File: config.mk
export PLATFORM = sky130hd
export DESIGN_NAME = spart_bus_ctrl_flat
export DESIGN_NICKNAME = d
export VERILOG_FILES = /design/src/rtl/spart_bus_ctrl_pkg.sv /design/src/rtl/spart_bus_ctrl_if.sv /design/src/rtl/spart_baud_gen.sv /design/src/rtl/spart_bus_ctrl.sv /design/src/flat_wrapper.sv
export SDC_FILE = /design/constraint.sdc
export NUM_CORES = 1
export LEC_CHECK = 0
export CAP_MARGIN = 20
export CORE_ASPECT_RATIO = 1.5
export CORE_MARGIN = 2
export CORE_UTILIZATION = 58
export CTS_CLUSTER_DIAMETER = 150
export DETAILED_ROUTE_END_ITERATION = 7
export PLACE_DENSITY = 0.95
export SLEW_MARGIN = 20
export SYNTH_ARGS = -nofsm -noshare
export SYNTH_HDL_FRONTEND = slang
export SYNTH_SLANG_ARGS = --single-unit
File: constraint.sdc
create_clock -name clk -period 6.9 [get_ports clk]
set_input_delay 0.69 -clock clk [delete_from_list [all_inputs] [get_ports clk]]
set_output_delay 0.69 -clock clk [all_outputs]
set_load 0.05 [all_outputs]
File: src/rtl/spart_bus_ctrl_pkg.sv
// Shared definitions for the serial-port bus controller: register map, status bit
// positions and the processor-access decode helper.
package spart_bus_ctrl_pkg;

    localparam int DIV_W = 16;

    localparam logic [1:0] ADDR_DATA = 2'b00;
    localparam logic [1:0] ADDR_STAT = 2'b01;
    localparam logic [1:0] ADDR_DBL  = 2'b10;
    localparam logic [1:0] ADDR_DBH  = 2'b11;

    localparam int STAT_RDA  = 0;
    localparam int STAT_TBR  = 1;
    localparam int STAT_DROP = 2;
    localparam int STAT_OVR  = 3;

    typedef struct packed {
        logic rd;
        logic rd_data;
        logic rd_stat;
        logic wr_data;
        logic wr_dbl;
        logic wr_dbh;
    } bus_dec_t;

    // Writes to the status address decode to nothing, so they are silently ignored.
    function automatic bus_dec_t bus_decode(input logic iocs, input logic iorw,
                                            input logic [1:0] addr);
        bus_dec_t d;
        d = '{default: 1'b0};
        d.rd = iocs & iorw;
        if (iocs) begin
            case (addr)
                ADDR_DATA: begin
                    d.rd_data = iorw;
                    d.wr_data = ~iorw;
                end
                ADDR_STAT: d.rd_stat = iorw;
                ADDR_DBL:  d.wr_dbl  = ~iorw;
                ADDR_DBH:  d.wr_dbh  = ~iorw;
                default:   d = '{default: 1'b0};
            endcase
        end else begin
            d = '{default: 1'b0};
        end
        return d;
    endfunction

endpackage

File: src/rtl/spart_bus_ctrl_if.sv
// Processor-side register bus of the serial port: select, direction, address,
// write data and the registered read data returned by the controller.
interface spart_bus_ctrl_if #(parameter int DATA_W = 8);
    logic              iocs;
    logic              iorw;
    logic [1:0]        ioaddr;
    logic [DATA_W-1:0] wdata;
    logic [DATA_W-1:0] rdata;

    modport master (output iocs, output iorw, output ioaddr, output wdata, input rdata);
    modport slave  (input iocs, input iorw, input ioaddr, input wdata, output rdata);
endinterface

File: src/rtl/spart_baud_gen.sv
// Programmable baud divisor and down-counter producing the one-clock 16x oversample tick.
module spart_baud_gen
    import spart_bus_ctrl_pkg::*;
#(
    parameter logic [DIV_W-1:0] DIV_RESET = 16'd162
) (
    input  logic             clk,
    input  logic             rst_n,
    input  logic             ld_lo,
    input  logic             ld_hi,
    input  logic [7:0]       wdata,
    output logic [DIV_W-1:0] divisor,
    output logic             baud_en
);

    logic [DIV_W-1:0] div_q, div_d;
    logic [DIV_W-1:0] cnt_q, cnt_d;
    logic             baud_en_q, baud_en_d;
    logic [DIV_W-1:0] new_div_s;

    // Next divisor/counter; a high-byte load restarts the period so the first tick is divisor+1 away.
    always_comb begin
        div_d     = div_q;
        cnt_d     = cnt_q;
        baud_en_d = 1'b0;
        new_div_s = {wdata, div_q[7:0]};
        if (ld_hi) begin
            div_d     = new_div_s;
            cnt_d     = new_div_s;
            baud_en_d = 1'b0;
        end else begin
            if (ld_lo) begin
                div_d = {div_q[DIV_W-1:8], wdata};
            end else begin
                div_d = div_q;
            end
            if (cnt_q == 16'd0) begin
                cnt_d     = div_q;
                baud_en_d = 1'b1;
            end else begin
                cnt_d     = cnt_q - 16'd1;
                baud_en_d = 1'b0;
            end
        end
    end

    // Divisor, counter and tick registers.
    always_ff @(posedge clk or negedge rst_n) begin
        if (!rst_n) begin
            div_q     <= DIV_RESET;
            cnt_q     <= DIV_RESET;
            baud_en_q <= 1'b0;
        end else begin
            div_q     <= div_d;
            cnt_q     <= cnt_d;
            baud_en_q <= baud_en_d;
        end
    end

    assign divisor = div_q;
    assign baud_en = baud_en_q;

endmodule

File: src/rtl/spart_bus_ctrl.sv
// Bus-side serial-port controller: register decode, receive byte buffer with sticky
// overrun, transmit start pulses with sticky drop, and the baud generator.
module spart_bus_ctrl
    import spart_bus_ctrl_pkg::*;
#(
    parameter logic [DIV_W-1:0] DIV_RESET = 16'd162,
    parameter int               DATA_W    = 8
) (
    input  logic              clk,
    input  logic              rst_n,
    spart_bus_ctrl_if.slave   bus,
    output logic              baud_en,
    input  logic [DATA_W-1:0] rx_data,
    input  logic              rx_valid,
    input  logic              tx_busy,
    output logic [DATA_W-1:0] tx_data,
    output logic              tx_start,
    output logic              rda,
    output logic              tbr
);

    bus_dec_t          dec_s;
    logic              tbr_s;
    logic [DATA_W-1:0] status_s;
    logic [DIV_W-1:0]  divisor_s;

    logic [DATA_W-1:0] rdata_q, rdata_d;
    logic [DATA_W-1:0] rx_buf_q, rx_buf_d;
    logic              rda_q, rda_d;
    logic              rx_ovr_q, rx_ovr_d;
    logic [DATA_W-1:0] tx_data_q, tx_data_d;
    logic              tx_start_q, tx_start_d;
    logic              tx_drop_q, tx_drop_d;

    spart_baud_gen #(.DIV_RESET(DIV_RESET)) u_baud (
        .clk     (clk),
        .rst_n   (rst_n),
        .ld_lo   (dec_s.wr_dbl),
        .ld_hi   (dec_s.wr_dbh),
        .wdata   (bus.wdata[7:0]),
        .divisor (divisor_s),
        .baud_en (baud_en)
    );

    // Decode, read mux and buffer next-state; sticky sets take priority over the status-read clear.
    always_comb begin
        dec_s    = bus_decode(bus.iocs, bus.iorw, bus.ioaddr);
        tbr_s    = ~tx_busy & ~tx_start_q;
        status_s = {DATA_W{1'b0}};
        status_s[STAT_RDA]  = rda_q;
        status_s[STAT_TBR]  = tbr_s;
        status_s[STAT_DROP] = tx_drop_q;
        status_s[STAT_OVR]  = rx_ovr_q;

        rdata_d = rdata_q;
        if (dec_s.rd) begin
            case (bus.ioaddr)
                ADDR_DATA: rdata_d = rx_buf_q;
                ADDR_STAT: rdata_d = status_s;
                ADDR_DBL:  rdata_d = DATA_W'(divisor_s[7:0]);
                ADDR_DBH:  rdata_d = DATA_W'(divisor_s[15:8]);
                default:   rdata_d = rdata_q;
            endcase
        end else begin
            rdata_d = rdata_q;
        end

        if (rx_valid) begin
            rx_buf_d = rx_data;
            rda_d    = 1'b1;
        end else if (dec_s.rd_data) begin
            rx_buf_d = rx_buf_q;
            rda_d    = 1'b0;
        end else begin
            rx_buf_d = rx_buf_q;
            rda_d    = rda_q;
        end

        if (rx_valid && rda_q && !dec_s.rd_data) begin
            rx_ovr_d = 1'b1;
        end else if (dec_s.rd_stat) begin
            rx_ovr_d = 1'b0;
        end else begin
            rx_ovr_d = rx_ovr_q;
        end

        if (dec_s.wr_data && tbr_s) begin
            tx_data_d  = bus.wdata;
            tx_start_d = 1'b1;
        end else begin
            tx_data_d  = tx_data_q;
            tx_start_d = 1'b0;
        end

        if (dec_s.wr_data && !tbr_s) begin
            tx_drop_d = 1'b1;
        end else if (dec_s.rd_stat) begin
            tx_drop_d = 1'b0;
        end else begin
            tx_drop_d = tx_drop_q;
        end
    end

    // Controller state registers.
    always_ff @(posedge clk or negedge rst_n) begin
        if (!rst_n) begin
            rdata_q    <= {DATA_W{1'b0}};
            rx_buf_q   <= {DATA_W{1'b0}};
            rda_q      <= 1'b0;
            rx_ovr_q   <= 1'b0;
            tx_data_q  <= {DATA_W{1'b0}};
            tx_start_q <= 1'b0;
            tx_drop_q  <= 1'b0;
        end else begin
            rdata_q    <= rdata_d;
            rx_buf_q   <= rx_buf_d;
            rda_q      <= rda_d;
            rx_ovr_q   <= rx_ovr_d;
            tx_data_q  <= tx_data_d;
            tx_start_q <= tx_start_d;
            tx_drop_q  <= tx_drop_d;
        end
    end

    assign bus.rdata = rdata_q;
    assign tx_data   = tx_data_q;
    assign tx_start  = tx_start_q;
    assign rda       = rda_q;
    assign tbr       = ~tx_busy & ~tx_start_q;

endmodule

File: src/flat_wrapper.sv
// flat-port wrapper written by rule: the top's interface ports become plain ports
module spart_bus_ctrl_flat import spart_bus_ctrl_pkg::*;
#(
    parameter logic [DIV_W-1:0] DIV_RESET = 16'd162,
    parameter int               DATA_W    = 8
)
  (clk, rst_n, baud_en, rx_data, rx_valid, tx_busy, tx_data, tx_start, rda, tbr, bus_iocs, bus_iorw, bus_ioaddr, bus_wdata, bus_rdata);
  spart_bus_ctrl_if #(.DATA_W(DATA_W)) bus_i ();
  input  logic clk;
  input  logic rst_n;
  output logic baud_en;
  input  logic [DATA_W-1:0] rx_data;
  input  logic rx_valid;
  input  logic tx_busy;
  output logic [DATA_W-1:0] tx_data;
  output logic tx_start;
  output logic rda;
  output logic tbr;
  input wire logic [$bits(bus_i.iocs)-1:0] bus_iocs;
  input wire logic [$bits(bus_i.iorw)-1:0] bus_iorw;
  input wire logic [$bits(bus_i.ioaddr)-1:0] bus_ioaddr;
  input wire logic [$bits(bus_i.wdata)-1:0] bus_wdata;
  output wire logic [$bits(bus_i.rdata)-1:0] bus_rdata;
  assign bus_i.iocs = bus_iocs;
  assign bus_i.iorw = bus_iorw;
  assign bus_i.ioaddr = bus_ioaddr;
  assign bus_i.wdata = bus_wdata;
  assign bus_rdata = bus_i.rdata;
  spart_bus_ctrl #(.DIV_RESET(DIV_RESET), .DATA_W(DATA_W)) u_core (.clk(clk), .rst_n(rst_n), .bus(bus_i), .baud_en(baud_en), .rx_data(rx_data), .rx_valid(rx_valid), .tx_busy(tx_busy), .tx_data(tx_data), .tx_start(tx_start), .rda(rda), .tbr(tbr));
endmodule
==> impl_metrics.toml <==
[critical_path]
slowest_delay_ns = 0.95
r2r_start = "u_core.u_baud.cnt_q[0]"
startpoint = "bus_ioaddr[0]"
worstSetupStartpointType = "input pin"
worst_path_max_delay_cell = "clkdlybuf4s50_1"
endpoint = "u_core.u_baud.cnt_q[0]"
critPathCaptureType = "flip-flop"
worst-path-max-fanout = 20
r2r_cells = 6
r2r_slack_ns = 4.33
path_class = "input pin to flip-flop"
reg2reg_to = "u_core.u_baud.cnt_q[0]"
worstPathArrival_ns = 3.22
crit_chain = "clkdlybuf4s50_1, nand4b_1, nand2_4, mux2_2"
cp_data_required_time_ns = 7.12

[power]
internal_power_uw = 856
power_switching_uw = 443
leakagePower_nw = 1.53
ir_drop_v = 0.000213
p_clk_share_pct = 25.4
p_per_area_mw_per_mm2 = 362
power.total_mw = 1.30
power.share.switching_pct = 34.1
power_frac_seq_pct = 42.8
pwr-share-comb_pct = 31.8

[routing]
dr.pass1.iters = 4
drt-total-wl_mm = 6.84
wl_per_cell_um = 19.3
drc_errors = 0
viasPerCell = 6.04
antenna_left = 0
vias = 2145
initialDrtViolationCount = 242

[synth]
yosysSeqAreaShare_pct = 52.6
synth_top_family_by_area = "multiplexers"
synth_top_flop_cell = "dfrtp_1"
synth_simple_gate_area_share_pct = 12.7
synth_area_leader_cell = "dfrtp_1"
synth-xor-area-share_pct = 2.70
netlist-cell-type-count = 41
synthArstFlopShare_pct = 100
synth_cells = 239
synth.cell_area_mm2 = 0.00292
synth.avg_cell_area_um2 = 12.2
synthMuxAreaShare_pct = 21.8
synth.area.top_cells = "dfrtp_1 47%, mux2_2 12%, dfstp_2 5.4%"
syn_nets = 265
synth_adder_area_share_pct = 0.858
yosys_warnings = 0
synth_edf_count = 0
ys_ff_latch = 61
synth_top_area_share_pct = 47.2
synth_compound_area_share_pct = 6.65

[timing]
rsz0062_at_grt = "no"
fmax_ghz = 0.334
max_slew.worst_pin.slew_ns = 0.932
fin_ws_ns = 3.90
slew_violations = 0
setup_viol = 0
skew_ns = 0.00774
slew-limit-headroom_pct = 37.7
fin_setup_tns_ns = 0
whs_ns = 0.488
finalCritPeriodShare_pct = 43.4
min_period_ns = 3.00
hold_viol = 0

[die]
fp.dieArea_mm2 = 0.00563
die_h_um = 90.9
core_mm2 = 0.00485
rows = 31
start_util_pct = 60.2
die_x_um = 61.9
ios = 44

[global_routing]
grt_max_degree = 62
antenna_found_initial = 0
grt-ovfl-total = 0
grt.total_usage_pct = 28.2
grt_pass1_vias = 2281
grt_pass1_wl_mm = 11.5

[place]
dp_hpwl_mm = 4.66
dpl_worst_slack_ns = 3.60
gp_congestion = 0.838
port_buffers = 43

[clock_tree]
postCtsSetupRepairBufs = 0
cts_resized = 0
clkLatencyLatePin_ns = 0.34
cts_tree = "yes"
cts_root_buf = "clkbuf_8"
cts_max_path_buffers = 2
numCtsBuffers = 9
htree_levels = 3
cts_sinks = 61
ctsHoldBuffers = 0
clk_pin_slew_ns = 0.06

[final_layout]
fillers = 294
multi_input_area_mm2 = 0.00130
drive_above_1_share_pct = 25.6
diodes = 0
mostFrequentLayoutCell = "dfrtp_1"
ff_latch_area_mm2 = 0.00153
final_cell_mix = "55 x dfrtp_1, 42 x clkdlybuf4s50_1, 32 x mux2_2"
area.growth.synth_to_final_pct = 22.9
fin_nets = 310

[flow_run]
maxCapViolations = 0

[status]
status = "finished clean"

[hold_path]
hold_class = "input pin to async pin"
==> critical path, delay by kind of cell <==
family	cells	cell delay, ns
buffers and inverters	1	0.95
and+or+nand+nor	2	1.20
muxes	1	0.37
==> state kept, by name, indices dropped and copies added (netlist names) <==
signal	cells
u_core.u_baud.baud_en	1
u_core.rda	1
u_core.u_baud.divisor	16
u_core.rx_buf_q	8
u_core.tx_data	8
u_core.bus.rdata	8
u_core.tx_drop_q	1
u_core.tx_start	1
u_core.rx_ovr_q	1
u_core.u_baud.cnt_q	16
==> power by group through the flow <==
| stage | clock network, mW | logic [mW] | registers [mW] |
|---|---|---|---|
| after floorplan | 0 | 0.226 | 0.605 |
| after global placement | 0 | 0.390 | 0.549 |
| after detailed placement | 0 | 0.408 | 0.553 |
| after CTS | 0.336 | 0.413 | 0.552 |
| after global routing | 0.354 | 0.446 | 0.566 |
| final | 0.330 | 0.413 | 0.556 |
==> per-stage QoR <==
step                std cells  utilization, %  area [um^2]
floorplan                 239               -         2920
global placement          338            69.4         3370
detailed placement        339            69.6         3370
CTS                       355            74.0         3590
global route              355            74.0         3590
finish                    355            74.0         3590
==> worst min path at each step <==
stage	startpoint	to	slack [ns]	cells after the start
floorplan	rst_n	u_core.bus.rdata[0]	0.39	0
global placement	u_core.bus.rdata[6]	u_core.bus.rdata[6]	0.46	2
detailed placement	u_core.bus.rdata[5]	u_core.bus.rdata[5]	0.48	2
CTS	u_core.bus.rdata[5]	u_core.bus.rdata[5]	0.50	2
global route	u_core.bus.rdata[5]	u_core.bus.rdata[5]	0.53	2
finish	rst_n	u_core.tx_data[6]	0.49	2
==> routing by layer <==
metal	track usage (%)	up-vias	wire length [um]
li1	-	957	-
met1	32.5	1063	2510
met2	44.8	100	3730
met3	8.74	25	365
met4	15.1	0	236
met5	0	-	0
==> cells in the mapped netlist (5+ instances only) <==
master / instances
dfrtp_1: 55
mux2_2: 32
nand2_1: 26
nor2_1: 13
o21ai_0: 13
mux2_4: 9
clkbuf_1: 7
a31oi_1: 6
dfstp_2: 6
mux2i_1: 5
o31ai_1: 5
or4_1: 5
xnor2_1: 5
==> cells by family (layout without fill, tap and decap cells) <==
group,after synthesis,in the layout
simple gates,71,71
flops,61,61
mux,50,50
compound gates,31,31
buf+inv,15,65
xor+xnor,9,9
fa+ha+maj,2,2
==> area by class of cell <==
class	instances	share of cell area [%]
Tap cell	66	2.30
Clock inverter	3	1.19
Inverter	4	0.419
Multi-Input combinational cell	163	36.3
Sequential cell	61	42.8
Timing Repair Buffer	45	12.3
Clock buffer	13	4.71
Note: power is estimated with default switching activity, not from simulation.
